File: src/rtl/dac_seq_if.sv
// Handshake, sample bus and DAC pin group for dac_seq.
// The sequencer takes the slave side; the requester takes the master side.
`timescale 1ns/1ps
interface dac_seq_if #(
    parameter int NUM_CH = 4,
    parameter int DATA_W = 12
);
    logic                     start;
    logic [NUM_CH-1:0]        ch_mask;
    logic [NUM_CH*DATA_W-1:0] data;
    logic                     sync_mode;
    logic                     busy;
    logic                     done;
    logic                     spi_mosi;
    logic                     spi_sck;
    logic                     dac_cs;
    logic                     dac_clr;

    modport master (
        output start, ch_mask, data, sync_mode,
        input  busy, done, spi_mosi, spi_sck, dac_cs, dac_clr
    );

    modport slave (
        input  start, ch_mask, data, sync_mode,
        output busy, done, spi_mosi, spi_sck, dac_cs, dac_clr
    );
endinterface

File: src/rtl/dac_seq.sv
// Multi-channel DAC update sequencer: snapshots a channel mask and samples on start,
// then shifts one 32-bit SPI mode-0 command frame per enabled channel, lowest index first.
`timescale 1ns/1ps
module dac_seq #(
    parameter int NUM_CH     = 4,
    parameter int DATA_W     = 12,
    parameter int CLK_DIV    = 2,
    parameter int CLR_CYCLES = 4
) (
    input  logic      clk,
    input  logic      rst_n,
    dac_seq_if.slave  dac_if
);

    localparam int PH_W    = $clog2(CLK_DIV * 2);
    localparam int CNT_MAX = (CLR_CYCLES > 2 * CLK_DIV) ? CLR_CYCLES : 2 * CLK_DIV;
    localparam int CNT_W   = $clog2(CNT_MAX + 1);

    localparam logic [PH_W-1:0]  PH_HIGH = PH_W'(CLK_DIV);
    localparam logic [PH_W-1:0]  PH_LAST = PH_W'(2 * CLK_DIV - 1);
    // mosi moves one cycle after SCK falls; with a one-cycle low phase it moves on the fall itself
    localparam logic [PH_W-1:0]  PH_CHG  = (CLK_DIV > 1) ? PH_W'(1) : PH_W'(0);
    localparam logic [CNT_W-1:0] CLR_END = CNT_W'(CLR_CYCLES);
    localparam logic [CNT_W-1:0] DIV_END = CNT_W'(CLK_DIV - 1);
    localparam logic [CNT_W-1:0] GAP_END = CNT_W'(2 * CLK_DIV - 1);

    typedef enum logic [2:0] {
        S_CLR,
        S_IDLE,
        S_LOAD,
        S_CS_SETUP,
        S_SHIFT,
        S_CS_HOLD,
        S_GAP,
        S_DONE
    } state_t;

    state_t                   state_q, state_d;
    logic [CNT_W-1:0]         cnt_q, cnt_d;
    logic [PH_W-1:0]          ph_q, ph_d;
    logic [5:0]               bit_q, bit_d;
    logic [31:0]              shreg_q, shreg_d;
    logic [NUM_CH-1:0]        mask_q, mask_d;
    logic [NUM_CH*DATA_W-1:0] data_q, data_d;
    logic                     sync_q, sync_d;
    logic                     mosi_q, mosi_d;
    logic                     sck_q, sck_d;
    logic                     cs_q, cs_d;
    logic                     busy_q, busy_d;
    logic                     done_q, done_d;
    logic                     clr_q, clr_d;

    logic [DATA_W-1:0]        data_arr [NUM_CH];
    logic [DATA_W-1:0]        pick_data;
    logic [3:0]               pick_idx;
    logic [NUM_CH-1:0]        mask_rest;
    logic [11:0]              sample;
    logic [3:0]               cmd;
    logic [31:0]              frame;

    genvar gi;
    generate
        for (gi = 0; gi < NUM_CH; gi++) begin : g_unpack
            assign data_arr[gi] = data_q[gi*DATA_W +: DATA_W];
        end
    endgenerate

    // Lowest set bit of the remaining mask selects the channel for this frame.
    always_comb begin
        pick_idx  = '0;
        pick_data = '0;
        for (int i = NUM_CH - 1; i >= 0; i--) begin
            if (mask_q[i]) begin
                pick_idx  = 4'(i);
                pick_data = data_arr[i];
            end
        end
    end

    assign mask_rest = mask_q & (mask_q - 1'b1);
    assign sample    = 12'(pick_data) << (12 - DATA_W);

    // In simultaneous mode only the final frame of the sequence triggers the update.
    always_comb begin
        if (!sync_q)
            cmd = 4'b0011;
        else if (mask_rest == '0)
            cmd = 4'b0010;
        else
            cmd = 4'b0000;
    end

    assign frame = {8'h00, cmd, pick_idx, sample, 4'h0};

    always_comb begin
        state_d = state_q;
        cnt_d   = cnt_q;
        ph_d    = ph_q;
        bit_d   = bit_q;
        shreg_d = shreg_q;
        mask_d  = mask_q;
        data_d  = data_q;
        sync_d  = sync_q;
        mosi_d  = mosi_q;

        case (state_q)
            S_CLR: begin
                if (cnt_q == CLR_END) begin
                    state_d = S_IDLE;
                    cnt_d   = '0;
                end else begin
                    cnt_d = cnt_q + 1'b1;
                end
            end
            S_IDLE: begin
                if (dac_if.start) begin
                    mask_d  = dac_if.ch_mask;
                    data_d  = dac_if.data;
                    sync_d  = dac_if.sync_mode;
                    state_d = S_LOAD;
                end
            end
            S_LOAD: begin
                if (mask_q == '0) begin
                    state_d = S_DONE;
                end else begin
                    mask_d  = mask_rest;
                    shreg_d = frame;
                    mosi_d  = frame[31];
                    cnt_d   = '0;
                    state_d = S_CS_SETUP;
                end
            end
            S_CS_SETUP: begin
                if (cnt_q == DIV_END) begin
                    cnt_d   = '0;
                    ph_d    = '0;
                    bit_d   = '0;
                    state_d = S_SHIFT;
                end else begin
                    cnt_d = cnt_q + 1'b1;
                end
            end
            S_SHIFT: begin
                if (ph_q == PH_LAST) begin
                    ph_d = '0;
                    if (bit_q == 6'd31) begin
                        state_d = S_CS_HOLD;
                        cnt_d   = '0;
                        mosi_d  = 1'b0;
                    end else begin
                        bit_d = bit_q + 6'd1;
                    end
                end else begin
                    ph_d = ph_q + 1'b1;
                end
                // Bit 31 was presented at CS setup; later bits advance inside the low phase.
                if (state_d == S_SHIFT && ph_d == PH_CHG && bit_d != 6'd0) begin
                    shreg_d = {shreg_q[30:0], 1'b0};
                    mosi_d  = shreg_q[30];
                end
            end
            S_CS_HOLD: begin
                if (cnt_q == DIV_END) begin
                    cnt_d   = '0;
                    state_d = S_GAP;
                end else begin
                    cnt_d = cnt_q + 1'b1;
                end
            end
            S_GAP: begin
                if (cnt_q == GAP_END) begin
                    cnt_d   = '0;
                    state_d = (mask_q != '0) ? S_LOAD : S_DONE;
                end else begin
                    cnt_d = cnt_q + 1'b1;
                end
            end
            S_DONE: begin
                state_d = S_IDLE;
            end
            default: begin
                state_d = S_CLR;
                cnt_d   = '0;
            end
        endcase
    end

    // Pin outputs are registered from the next state so they are glitch-free.
    always_comb begin
        cs_d   = !(state_d == S_CS_SETUP || state_d == S_SHIFT || state_d == S_CS_HOLD);
        sck_d  = (state_d == S_SHIFT) && (ph_d >= PH_HIGH);
        busy_d = (state_d != S_IDLE);
        done_d = (state_d == S_DONE);
        clr_d  = (state_d != S_CLR);
    end

    always_ff @(posedge clk or negedge rst_n) begin
        if (!rst_n) begin
            state_q <= S_CLR;
            cnt_q   <= '0;
            ph_q    <= '0;
            bit_q   <= '0;
            shreg_q <= '0;
            mask_q  <= '0;
            data_q  <= '0;
            sync_q  <= 1'b0;
            mosi_q  <= 1'b0;
            sck_q   <= 1'b0;
            cs_q    <= 1'b1;
            busy_q  <= 1'b0;
            done_q  <= 1'b0;
            clr_q   <= 1'b0;
        end else begin
            state_q <= state_d;
            cnt_q   <= cnt_d;
            ph_q    <= ph_d;
            bit_q   <= bit_d;
            shreg_q <= shreg_d;
            mask_q  <= mask_d;
            data_q  <= data_d;
            sync_q  <= sync_d;
            mosi_q  <= mosi_d;
            sck_q   <= sck_d;
            cs_q    <= cs_d;
            busy_q  <= busy_d;
            done_q  <= done_d;
            clr_q   <= clr_d;
        end
    end

    assign dac_if.busy     = busy_q;
    assign dac_if.done     = done_q;
    assign dac_if.spi_mosi = mosi_q;
    assign dac_if.spi_sck  = sck_q;
    assign dac_if.dac_cs   = cs_q;
    assign dac_if.dac_clr  = clr_q;

endmodule
File: src/flat_wrapper.sv
// flat-port wrapper written by rule: the top's interface ports become plain ports
module dac_seq_flat 
#(
    parameter int NUM_CH     = 4,
    parameter int DATA_W     = 12,
    parameter int CLK_DIV    = 2,
    parameter int CLR_CYCLES = 4
)
  (clk, rst_n, dac_if_start, dac_if_ch_mask, dac_if_data, dac_if_sync_mode, dac_if_busy, dac_if_done, dac_if_spi_mosi, dac_if_spi_sck, dac_if_dac_cs, dac_if_dac_clr);
  dac_seq_if #(.NUM_CH(NUM_CH), .DATA_W(DATA_W)) dac_if_i ();
  input  logic clk;
  input  logic rst_n;
  input wire logic [$bits(dac_if_i.start)-1:0] dac_if_start;
  input wire logic [$bits(dac_if_i.ch_mask)-1:0] dac_if_ch_mask;
  input wire logic [$bits(dac_if_i.data)-1:0] dac_if_data;
  input wire logic [$bits(dac_if_i.sync_mode)-1:0] dac_if_sync_mode;
  output wire logic [$bits(dac_if_i.busy)-1:0] dac_if_busy;
  output wire logic [$bits(dac_if_i.done)-1:0] dac_if_done;
  output wire logic [$bits(dac_if_i.spi_mosi)-1:0] dac_if_spi_mosi;
  output wire logic [$bits(dac_if_i.spi_sck)-1:0] dac_if_spi_sck;
  output wire logic [$bits(dac_if_i.dac_cs)-1:0] dac_if_dac_cs;
  output wire logic [$bits(dac_if_i.dac_clr)-1:0] dac_if_dac_clr;
  assign dac_if_i.start = dac_if_start;
  assign dac_if_i.ch_mask = dac_if_ch_mask;
  assign dac_if_i.data = dac_if_data;
  assign dac_if_i.sync_mode = dac_if_sync_mode;
  assign dac_if_busy = dac_if_i.busy;
  assign dac_if_done = dac_if_i.done;
  assign dac_if_spi_mosi = dac_if_i.spi_mosi;
  assign dac_if_spi_sck = dac_if_i.spi_sck;
  assign dac_if_dac_cs = dac_if_i.dac_cs;
  assign dac_if_dac_clr = dac_if_i.dac_clr;
  dac_seq #(.NUM_CH(NUM_CH), .DATA_W(DATA_W), .CLK_DIV(CLK_DIV), .CLR_CYCLES(CLR_CYCLES)) u_core (.clk(clk), .rst_n(rst_n), .dac_if(dac_if_i));
endmodule
File: config.mk
export PLATFORM = sky130hd
export DESIGN_NAME = dac_seq_flat
export DESIGN_NICKNAME = d
export VERILOG_FILES = /design/src/rtl/dac_seq_if.sv /design/src/rtl/dac_seq.sv /design/src/flat_wrapper.sv
export SDC_FILE = /design/constraint.sdc
export NUM_CORES = 1
export LEC_CHECK = 0
export ABC_CLOCK_PERIOD_IN_PS = 5300
export CORE_MARGIN = 8
export CORE_UTILIZATION = 34
export DETAILED_ROUTE_END_ITERATION = 10
export PLACE_DENSITY = 0.51
export SLEW_MARGIN = 10
export SYNTH_ARGS = -nofsm -noshare
export SYNTH_HDL_FRONTEND = slang
export SYNTH_SLANG_ARGS = --single-unit
File: constraint.sdc
create_clock -name clk -period 5.3 [get_ports clk]
set_clock_uncertainty 0.2 [all_clocks]
set_input_delay 0.53 -clock clk [delete_from_list [all_inputs] [get_ports clk]]
set_output_delay 0.53 -clock clk [all_outputs]
set_load 0.03 [all_outputs]
==> metrics <==
clk sinks=100; Fillers=1329; crit-path max cell delay=610 ps; clk buf depth=2; Distinct cells, synth=50; share of layout cells above drive strength 1=0.182; Final period util=0.522; RSZ-0062 raised after global routing=no; Clk pwr share=0.202; Die X-Extent=135 um; Least-Margin Pin Slew=1080 ps; Crit Path Category=flop to flop; number of buffers created by CTS=9; CP startpoint kind=flop; Top Family by Delay on Critical Path=flip-flops; CTS H-Tree Depth=3; CP Data Required Time=5330 ps; worst-path maximum fanout=38; DRC=0; post-CTS resize count=0; final hold vios=0; asr flop ratio synth=1.00; clk_lat worst skew=340 ps; Synth Cell Area=4780 um2; CTS root buffer=clkbuf_16; total die area=18100 um2; vias per cell=5.17; cell count along the critical path=7; final setup TNS=0 ps; top_reg_cell synth=dfrtp_1; Worst Path Buf+Inv=1; Slew Viols, Final=0; DP HPWL=7320 um; final critical-path required period=2770 ps; Critical path origin=u_core.state_q[1]; Comb pwr share=0.384; reg-to-reg setup timing slack=2530 ps; DR vias=3429; CP max stage cell=dfrtp_1; Critical Path End=u_core.shreg_q[7]; clock-pin slew on the worst setup and hold paths=60 ps; Detailed Route WL=10600 um; Max Clk Rate=361 MHz; sequential fraction of the synthesis area=0.524; Final Util=0.422; switching share of total power=0.348; GR Overflow Total=0; Worst R2R End=u_core.shreg_q[7]; Place WS=2540 ps; sequential share of power=0.414; Max-Cap Viols=0; crit path cell chain=nor3b_2 -> buf_4 -> o21a_1 -> nand2_1 -> a21o_4 -> nand2_4 -> mux2_2; initial antenna violation count=0; nets@finish=543; Switch Pwr=1.12 mW; Core Rows=43; worst setup slack after layout=2530 ps; worst reg2reg path depth=7; r2r startpoint=u_core.state_q[1]; Peak VDD IR=0.000185 V; vias in the first global route=3532; Final setup viols=0; routability cong.=0.790; Yosys Warn Count=0; Die Ht=135 um; synthesized instance count=429; global-route wire length before repair=17700 um; Worst EP arrival=2800 ps; Hold Slack=299 ps; drt first-iter violations=239; TritonCTS clock tree=done; Critical Path End Type=flop; Slew headroom=0.281; PD cells=551 nW/um2; number of I/O pins=62; Hold Crit Class=flop to flop; EDFF count, synth=0; Layout area overhead=21.9%; Int Power=2.09 mW; largest net degree at the start of global routing=68; synthesized flop and latch total=100; wire length per cell=15.9 um; port bufs=61; Antenna diodes=0; DR pass1 iterations=4; Syn Area/Cell=11.1 um2; syn_nets=493; status=finished, final reports clean; initial core utilization=0.346; Leak Pwr=2.38 nW; Antenna Violating Nets Remaining=0; core region area=13800 um2; Total Routing Usage GR=0.122
[worst min path at each step]
stage                             from                 end  cells after the start  slack, ps
finish              u_core.shreg_q[24]  u_core.shreg_q[24]                      2        300
global route         u_core.data_q[11]   u_core.data_q[11]                      1        330
CTS                 u_core.shreg_q[24]  u_core.shreg_q[24]                      2        310
detailed placement  u_core.shreg_q[24]  u_core.shreg_q[24]                      2        290
global placement    u_core.shreg_q[18]  u_core.shreg_q[18]                      2        280
floorplan                        rst_n     u_core.bit_q[0]                      0         30
[power by group through the flow]
stage	combinational (mW)	clock, mW	sequential [mW]
floorplan	0.986	0	1.27
finish	1.23	0.649	1.33
global route	1.38	0.705	1.38
detailed placement	1.25	0	1.34
global placement	1.23	0	1.33
CTS	1.26	0.676	1.33
[layout by cell type, fill, tap and decap left out, types with 2 or more instances in the layout]
| cell | count |
|---|---|
| nor3b_1 | 2 |
| o21ai_0 | 29 |
| nor2_1 | 13 |
| o22ai_1 | 14 |
| mux2i_1 | 4 |
| nor2b_1 | 6 |
| inv_1 | 22 |
| a221oi_1 | 12 |
| dfrtp_1 | 99 |
| mux2_4 | 9 |
| nand2b_1 | 4 |
| or2_2 | 2 |
| nand4_1 | 2 |
| nor3_1 | 3 |
| nand3_1 | 17 |
| a21oi_1 | 16 |
| a22o_1 | 4 |
| a31oi_1 | 4 |
| ha_1 | 8 |
| o31ai_1 | 12 |
| and3_1 | 3 |
| clkbuf_1 | 3 |
| nand2_1 | 36 |
| clkbuf_16 | 9 |
| buf_4 | 4 |
| clkdlybuf4s50_1 | 60 |
| mux2_2 | 55 |
| a211oi_1 | 2 |
| o21a_1 | 3 |
[registers in the layout, summed over array words and instances (netlist names)]
| register | count |
|---|---|
| u_core.mask_q | 4 |
| u_core.dac_if.busy | 1 |
| u_core.bit_q | 6 |
| u_core.dac_if.dac_cs | 1 |
| u_core.ph_q | 2 |
| u_core.dac_if.dac_clr | 1 |
| u_core.dac_if.spi_sck | 1 |
| u_core.data_q | 48 |
| u_core.shreg_q | 27 |
| u_core.sync_q | 1 |
| u_core.dac_if.spi_mosi | 1 |
| u_core.cnt_q | 3 |
| u_core.state_q | 3 |
| u_core.dac_if.done | 1 |
[cells by family after synthesis]
family / synth area share
compound gates: 0.148
fa+ha+maj: 0.0209
buf+inv: 0.0403
flops: 0.524
mux: 0.166
simple gates: 0.101
[worst reg2reg max path: stages (launching register included)]
cell	delay, ps
dfrtp_1	610
nor3b_2	260
buf_4	370
o21a_1	250
nand2_1	80
a21o_4	270
nand2_4	240
mux2_2	380
[Yosys cell counts (2+ instances only)]
| master | number | area, um2 |
|---|---|---|
| clkbuf_1 | 22 | 82.6 |
| mux2i_1 | 4 | 40.0 |
| nor2b_1 | 6 | 37.5 |
| o31ai_1 | 12 | 90.1 |
| a221oi_1 | 12 | 105 |
| or2_2 | 2 | 12.5 |
| nor3b_1 | 3 | 22.5 |
| nand2b_1 | 4 | 25.0 |
| o22ai_1 | 14 | 87.6 |
| nand2_1 | 36 | 135 |
| ha_1 | 8 | 100 |
| o21ai_0 | 29 | 145 |
| a211oi_1 | 2 | 15.0 |
| o21a_1 | 3 | 22.5 |
| buf_1 | 2 | 7.51 |
| and3_1 | 3 | 18.8 |
| nor3_1 | 3 | 15.0 |
| mux2_4 | 9 | 135 |
| a31oi_1 | 4 | 25.0 |
| nor2_1 | 13 | 48.8 |
| nand3_1 | 17 | 85.1 |
| a22o_1 | 4 | 35.0 |
| dfrtp_1 | 99 | 2480 |
| mux2_2 | 55 | 619 |
| inv_1 | 22 | 82.6 |
| nand4_1 | 2 | 12.5 |
| a21oi_1 | 16 | 80.1 |
[layout make-up]
type	count	area (um2)	share of cell area
well taps	180	225	0.0386
multi-input cells	281	2090	0.359
clock inverters	2	35.0	0.00601
inverters	22	82.6	0.0142
clock buffers	13	250	0.0429
repair buffers	65	641	0.110
flip-flops and latches	100	2500	0.430
[timing repair]
item,CTS,global route
setup buffers,0,0
endpoints found under the setup margin,0,0
hold buffers,1,0
hold endpoints to repair,33,0
[per-layer routing]
layer  vias up  track usage  routed length (um)  share of wire
met1      1705        0.158                4910           0.47
met5         -            0                   0              0
met2        62        0.189                5120           0.48
li1       1650            -                   -              -
met3        12       0.0260                 332          0.031
met4         0       0.0624                 190          0.018
[per-stage QoR]
stage / power, mW / cell area [um2] / cells
2_1_floorplan: 2.25 / 4780 / 429
3_3_place_gp: 2.56 / 5530 / 647
3_5_place_dp: 2.60 / 5530 / 647
4_1_cts: 3.26 / 5830 / 663
5_1_grt: 3.47 / 5830 / 663
6_report: 3.21 / 5830 / 663
Note: power is estimated with default switching activity, not from simulation.
